File: src/rtl/alu_oper_arbiter_pkg.sv
// alu_oper_arbiter_pkg: FSM state encoding, operand-B select codes and burst-length helper.
package alu_oper_arbiter_pkg;
  localparam logic [1:0] ST_IDLE      = 2'd0;
  localparam logic [1:0] ST_CPU_OP    = 2'd1;
  localparam logic [1:0] ST_DMA_BURST = 2'd2;
  localparam logic [1:0] SEL_D0B   = 2'b00;
  localparam logic [1:0] SEL_SIMM  = 2'b01;
  localparam logic [1:0] SEL_ZIMM  = 2'b10;
  localparam logic [1:0] SEL_DESPL = 2'b11;
  function automatic logic [7:0] beats(input logic [7:0] len);
    return (len == 8'd0) ? 8'd1 : len;
  endfunction
endpackage

File: src/rtl/dma_beat_counter.sv
// dma_beat_counter: loadable 8-bit down-counter flagging the final DMA beat.
module dma_beat_counter
  import alu_oper_arbiter_pkg::*;
(
  input  logic       clk,
  input  logic       reset,
  input  logic       load_i,
  input  logic [7:0] len_i,
  input  logic       dec_i,
  output logic       last_o
);
  logic [7:0] cnt_q, cnt_d;
  always_comb cnt_d = load_i ? beats(len_i) : (dec_i && cnt_q != 8'd0) ? cnt_q - 8'd1 : cnt_q;
  always_ff @(posedge clk) cnt_q <= reset ? 8'd0 : cnt_d;
  assign last_o = cnt_q == 8'd1;
endmodule

File: src/rtl/alu_oper_arbiter.sv
// alu_oper_arbiter: CPU/DMA arbiter for the ALU operand-B path with DMA starvation guard.
module alu_oper_arbiter
  import alu_oper_arbiter_pkg::*;
#(
  parameter int         STARVE_LIMIT = 4,
  parameter logic [1:0] DMA_SEL      = SEL_ZIMM
) (
  input  logic       clk,
  input  logic       reset,
  input  logic       cpu_req,
  input  logic [1:0] cpu_sel,
  input  logic       dma_req,
  input  logic [7:0] dma_len,
  output logic       cpu_gnt,
  output logic       dma_gnt,
  output logic [1:0] sel_OperaB,
  output logic       dma_done,
  output logic       busy
);
  localparam logic [3:0] LIM = 4'(STARVE_LIMIT);
  logic [1:0] state_q, state_d, sel_q, sel_d;
  logic [3:0] wait_q, wait_d;
  logic       last, arb, take_dma, take_cpu;
  always_comb begin
    arb      = state_q != ST_DMA_BURST || last;
    take_dma = arb && dma_req && (!cpu_req || wait_q == LIM);
    take_cpu = arb && cpu_req && !take_dma;
    state_d  = take_dma ? ST_DMA_BURST : take_cpu ? ST_CPU_OP : arb ? ST_IDLE : state_q;
    sel_d    = state_d == ST_DMA_BURST ? DMA_SEL : take_cpu ? cpu_sel : SEL_D0B;
    // a cycle counts as waiting only when DMA asked and was not granted next cycle
    wait_d   = (take_dma || !dma_req) ? 4'd0 :
               (state_d != ST_DMA_BURST && wait_q < LIM) ? wait_q + 4'd1 : wait_q;
  end
  always_ff @(posedge clk) begin
    state_q <= reset ? ST_IDLE : state_d;
    sel_q   <= reset ? SEL_D0B : sel_d;
    wait_q  <= reset ? 4'd0 : wait_d;
  end
  dma_beat_counter u_cnt (
    .clk    (clk),
    .reset  (reset),
    .load_i (take_dma),
    .len_i  (dma_len),
    .dec_i  (dma_gnt),
    .last_o (last)
  );
  assign cpu_gnt    = state_q == ST_CPU_OP;
  assign dma_gnt    = state_q == ST_DMA_BURST;
  assign sel_OperaB = sel_q;
  assign dma_done   = dma_gnt & last;
  assign busy       = cpu_gnt | dma_gnt;
endmodule

File: config.mk
export PLATFORM = sky130hd
export DESIGN_NAME = alu_oper_arbiter
export DESIGN_NICKNAME = d
export VERILOG_FILES = /design/src/rtl/alu_oper_arbiter_pkg.sv /design/src/rtl/dma_beat_counter.sv /design/src/rtl/alu_oper_arbiter.sv
export SDC_FILE = /design/constraint.sdc
export NUM_CORES = 1
export LEC_CHECK = 0
export CORE_MARGIN = 1.5
export CORE_UTILIZATION = 38
export DETAILED_ROUTE_END_ITERATION = 8
export PLACE_DENSITY = 0.67
export REMOVE_ABC_BUFFERS = 1
export SYNTH_ARGS = -nofsm -noshare
export SYNTH_HDL_FRONTEND = slang
export SYNTH_SLANG_ARGS = --single-unit
File: constraint.sdc
create_clock -name clk -period 2.7 [get_ports clk]
set_clock_uncertainty 0.1 [all_clocks]
set_input_delay 0.54 -clock clk [delete_from_list [all_inputs] [get_ports clk]]
set_output_delay 0.54 -clock clk [all_outputs]
set_load 0.02 [all_outputs]
==> results of run 1 <==
-- registers in the layout, summed over array words and instances (netlist names) --
register and flops:
wait_q 4, state_q 2, u_cnt.cnt_q 8, sel_OperaB 2
-- synth_stat cells (all sizes together) (3+ instances only) --
cell type	count	area share
o21ai	4	0.024
or4	3	0.026
nand2	6	0.025
nor3b	3	0.022
a21oi	11	0.055
dfxtp	16	0.32
o31ai	4	0.030
a211oi	4	0.030
ha	6	0.075
o211ai	4	0.030
nor3	4	0.020
mux2i	4	0.040
inv	10	0.037
nor2	7	0.026
-- cell type report --
cell class,instances,area [sq um],area share
Clock buffer,4,36.28,0.02832
Inverter,10,37.54,0.02930
Multi-Input combinational cell,86,638.1,0.4980
Timing Repair Buffer,22,211.5,0.1650
Tap cell,30,37.54,0.02930
Sequential cell,16,320.3,0.2500
-- how the worst max path moves through the flow --
| stage | depth (start not counted) | end | startpoint |
|---|---|---|---|
| final | 5 | dma_done | u_cnt.cnt_q[1] |
| after global routing | 5 | dma_done | u_cnt.cnt_q[1] |
| after CTS | 5 | dma_done | u_cnt.cnt_q[1] |
| after detailed placement | 5 | dma_done | u_cnt.cnt_q[1] |
| after global placement | 3 | dma_done | u_cnt.cnt_q[4] |
| after floorplan | 6 | u_cnt.cnt_q[5] | state_q[0] |
-- stage by stage --
step | std cells | instance area (sq um) | hold WS (ps) | utilization | setup slack [ps]
after floorplan | 112 | 996.0 | 347.6 | - | 556.2
final | 168 | 1281 | 383.8 | 0.5125 | 218.7
after global routing | 168 | 1281 | 426.2 | 0.5125 | 127.7
after global placement | 164 | 1246 | 372.1 | 0.4985 | 325.5
after CTS | 168 | 1281 | 393.6 | 0.5125 | 241.5
after detailed placement | 164 | 1246 | 379.8 | 0.4985 | 276.9
-- worst max-delay path: stages (launching register included) --
cell	delay, ps
dfxtp_1	340
inv_1	100
ha_1	170
or3b_1	430
nor3_1	160
dlygate4sd2_1	350
-- kinds of logic after synthesis --
kind of cell             Yosys count
flip-flops                        16
multiplexers                       4
AO/OA/AOI/OAI                     38
adder cells (fa/ha/maj)            6
AND/OR/NAND/NOR                   36
XOR/XNOR                           2
buffers and inverters             13
-- where the power goes --
group	switching (W)	leakage, nW	internal, W
Clock	0.0000820	0.0210	0.0000823
Sequential	0.0000186	0.131	0.000251
Combinational	0.0000819	0.348	0.0000757
-- routing by layer --
layer | global-route usage | part of all wire | vias to the layer above | wire, um
met5 | 0 | 0 | - | 0
met1 | 0.2458 | 0.47 | 480 | 1151
met3 | 0.01913 | 0.046 | 7 | 112
li1 | - | - | 489 | -
met4 | 0.1000 | 0.028 | 0 | 68
met2 | 0.3032 | 0.46 | 35 | 1113
-- what timing repair did --
item | 4_1_cts | 5_1_grt
gates resized for setup | 1 | 0
setup buffers | 0 | 0
endpoints found under the setup margin | 1 | 0
==> impl_metrics.toml, run 1 <==
[run_status]
status = "completed"

[cts]
clk_pin_slew_ps = 100
cts-hold-fix-buffers = 0
clock_path_buffers = 2
cts_sinks = 16
htreeDepth = 1
clock_latency_ps = 300
cts_tree = "yes"
numCtsBuffers = 3
root_buffer = "clkbuf_4"

[yosys]
synth_top_family_by_area = "compound AO/OA/AOI/OAI gates"
yosysWarnings = 0
post_synth_mux_area_share = 0.03975
synth_xor_area_frac = 0.01739
synth_compound_area_frac = 0.2820
synth-edff-count = 0
ys_ff_latch = 16
synth-simple-area-share = 0.2199
avgSynthCellArea_sq_um = 8.758
ys_seq_area_frac = 0.3180
synthAdderAreaFrac = 0.07453
ys_types = 41
synth_area_sq_mm = 0.001007
netlist_instances = 115
synth_top_flop_cell = "dfxtp_1"
async_flop_share = 0

[pwr]
ir_drop_v = 0.0003153
total_power_w = 0.0005914
p_leak_nw = 0.5001
p_per_area_mw_per_mm2 = 461.6

[critical_path]
worstReg2RegEnd = "u_cnt.cnt_q[2]"
crit_required_ps = 2060
critPathCaptureType = "output port"
r2r_setup_slack_ps = 510
reg2reg_depth = 5
crit_arrival_ps = 1840
path_class = "register to output port"
reg2reg_from = "u_cnt.cnt_q[4]"
start_kind = "register"
worstPathMaxFanout = 4

[floorplanning]
fp.dieH_um = 54.49
die_x_um = 54.49
design.core.area_sq_mm = 0.002500
start_util = 0.4029
rows = 18
die_area_sq_mm = 0.002969
ioPinCount = 20

[hold_path]
hold_path.class = "register to register"
hold_start = "state_q[0]"
hold_end = "state_q[0]"
hold-path-cell-count = 2

[finish]
layout_common_cells = "18 x clkdlybuf4s50_1, 16 x dfxtp_1, 11 x a21oi_1"
fin_nets = 159
n_fill_cell = 249
drive_gt1_frac = 0.08696
mostFrequentLayoutCell = "clkdlybuf4s50_1"
n_antenna_cell = 0
syn_to_final_growth_pct = 27.21

[global_route]
first_global_vias = 914
grt_usage = 0.1880
gr-total-overflow = 0
grt_first_pass_wirelength_um = 4057
grt_max_degree = 14
antenna_found_initial = 0

[timing]
fin_crit_ps = 2481
setup_tns_ps = 0
rsz0062_at_grt = "false"
max_freq_mhz = 403.0
maxSlewViolCount = 0
worstMarginPinSlew_ps = 1120
hold_violations = 0
setup_viol = 0
fin_crit_sh = 0.9190
slew_headroom = 0.2497

[route]
vias = 1011
routedWlPerCell_um = 14.55
routed_via_density = 6.018
first_pass_iters = 4
drtAntennaViolNets = 0
drc = 0
wirelength_um = 2444
drtIter0Drc = 22

[place]
portBuffers = 19
routabilityCongestion = 0.9594
dp_hpwl_um = 1855

[run]
cap_viol_max_count = 0
No activity file was read; power rests on OpenSTA's default activity.
==> inputs of run 2 (changes only) <==
GPL_ROUTABILITY_DRIVEN = 1   (was unset)
SETUP_SLACK_MARGIN = 0.4   (was unset)
SLEW_MARGIN = 20   (was unset)
==> run 2 against run 1 <==
Sequential cell count unchanged. Non-clock buffer count unchanged. Sequential share of layout area is 0.17 points lower. Count of clock-buffer cells in the layout did not move. Setup slack better by 260 ps. Power up 0.81%. Worst hold slack hardly changed. Cell area is 1.1% higher. Critical path type unchanged. Combinational power is essentially flat. Largest cell class unchanged.
==> impl_metrics.toml, run 2 (same netlist as run 1, synthesis figures left out) <==
[run_status]
status = "completed"

[place]
dp_hpwl_um = 1855
place_area_sq_mm = 0.001246
routabilityCongestion = 0.9594
dp.cells = 164
portBuffers = 19

[route]
first_pass_iters = 4
wirelength_um = 2514
routed_via_density = 5.964
drc = 0
vias = 1002
drtIter0Drc = 12
drtAntennaViolNets = 0
routedWlPerCell_um = 14.96

[global_route]
antenna_found_initial = 0
met3_usage = 0.01913
gr-total-overflow = 0
gr-usage-met1 = 0.2441
met2_usage = 0.3052
grt_max_degree = 14
grt_busiest_layer = "met2"
first_global_vias = 917
grt_usage = 0.1880
grt_first_pass_wirelength_um = 4057

[critical_path]
reg2reg_from = "u_cnt.cnt_q[0]"
worstReg2RegEnd = "u_cnt.cnt_q[6]"
critPathCaptureType = "output port"
crit_arrival_ps = 1580
start_kind = "register"
reg2reg_depth = 6
worst_path_max_delay_cell = "or3b_4"
critPathLaunch = "u_cnt.cnt_q[1]"
crit_required_ps = 2060
r2r_setup_slack_ps = 540
worstPathMaxFanout = 4
cpPeakStageDelay_ps = 420
crit_chain = "inv_2, ha_2, or3b_4, nor3_2, buf_4"
path_class = "register to output port"

[finish]
fin_nets = 159
largest_reg_flops = 8
max_flop_register = "u_cnt.cnt_q"
layout_common_cells = "16 x clkdlybuf4s50_1, 15 x dfxtp_1, 11 x a21oi_1"
multiInputGateArea_sq_um = 654.4
n_antenna_cell = 0
largest_registers = "u_cnt.cnt_q x8, wait_q x4"
final_cells = 168
n_fill_cell = 247
fin_area_sq_mm = 0.001295
drive_gt1_frac = 0.1377
regArea_sq_um = 321.6
syn_to_final_growth_pct = 28.57
mostFrequentLayoutCell = "clkdlybuf4s50_1"

[hold_path]
hold-path-cell-count = 2
hold_start = "state_q[0]"
hold_end = "state_q[0]"
hold_path.class = "register to register"

[cts]
cts_sinks = 16
cts_tree = "yes"
htreeDepth = 1
numCtsBuffers = 3
clock_path_buffers = 2
root_buffer = "clkbuf_4"
clk_pin_slew_ps = 100
cts_setup_buffers = 0
clock_latency_ps = 300

[timing]
setup_viol = 0
fin_crit_sh = 0.8234
hold_violations = 0
worstMarginPinSlew_ps = 652.6
slew_headroom = 0.5635
max_freq_mhz = 449.8
maxSlewViolCount = 0
fin_crit_ps = 2223
setup_tns_ps = 0
rsz0062_at_grt = "false"

[pwr]
ir_drop_v = 0.0003149
p_per_area_mw_per_mm2 = 460.4
p_leak_nw = 0.5064

[run]
cap_viol_max_count = 0

[floorplanning]
design.core.area_sq_mm = 0.002500
rows = 18
ioPinCount = 20
fp.dieH_um = 54.49
start_util = 0.4029
die_x_um = 54.49
die_area_sq_mm = 0.002969
run 2: power by group:
| group | internal (W) | total, W | switching, W |
|---|---|---|---|
| clock network | 0.0000823 | 0.000165 | 0.0000822 |
| logic | 0.0000762 | 0.000161 | 0.0000849 |
| registers | 0.000251 | 0.000271 | 0.0000193 |
run 2: worst max path at each step:
stage | end | cells past startpoint
after floorplan | u_cnt.cnt_q[5] | 6
after global placement | dma_done | 3
after detailed placement | dma_done | 5
after CTS | dma_done | 5
after global routing | dma_done | 3
final | dma_done | 5
run 2: layout make-up:
cell class                      instances  share of cell area
Multi-Input combinational cell         86              0.5053
Sequential cell                        16              0.2483
Timing Repair Buffer                   22              0.1604
Inverter                               10             0.02899
Tap cell                               30             0.02899
Clock buffer                            4             0.02802
run 2: through the flow:
step	util	worst slack, ps	power (W)	hold slack (ps)
after CTS	0.5115	433.5	0.0005905	393.6
after detailed placement	0.4985	276.9	0.0004314	379.8
final	0.5180	476.8	0.0005962	383.7
after global placement	0.4985	325.5	0.0004280	372.1
after floorplan	-	556.2	0.0003675	347.6
after global routing	0.5180	407.8	0.0006241	426.2
run 2: worst max-delay path: cells and delay by family (launching register included):
kind                       cells  cell delay, ps
and+or+nand+nor                2             530
DFF                            1             350
buffers and inverters          2             230
adders and majority gates      1             180
run 2: repair_timing:
action                                  in CTS  in global routing
gates resized for setup                      9                  4
hold buffers                                 0                  0
endpoints found under the setup margin       3                  1
run 2: layer usage:
layer | vias up | part of all wire
met5 | - | 0
met4 | 0 | 0.027
met3 | 7 | 0.029
met2 | 20 | 0.47
met1 | 487 | 0.47
li1 | 488 | -
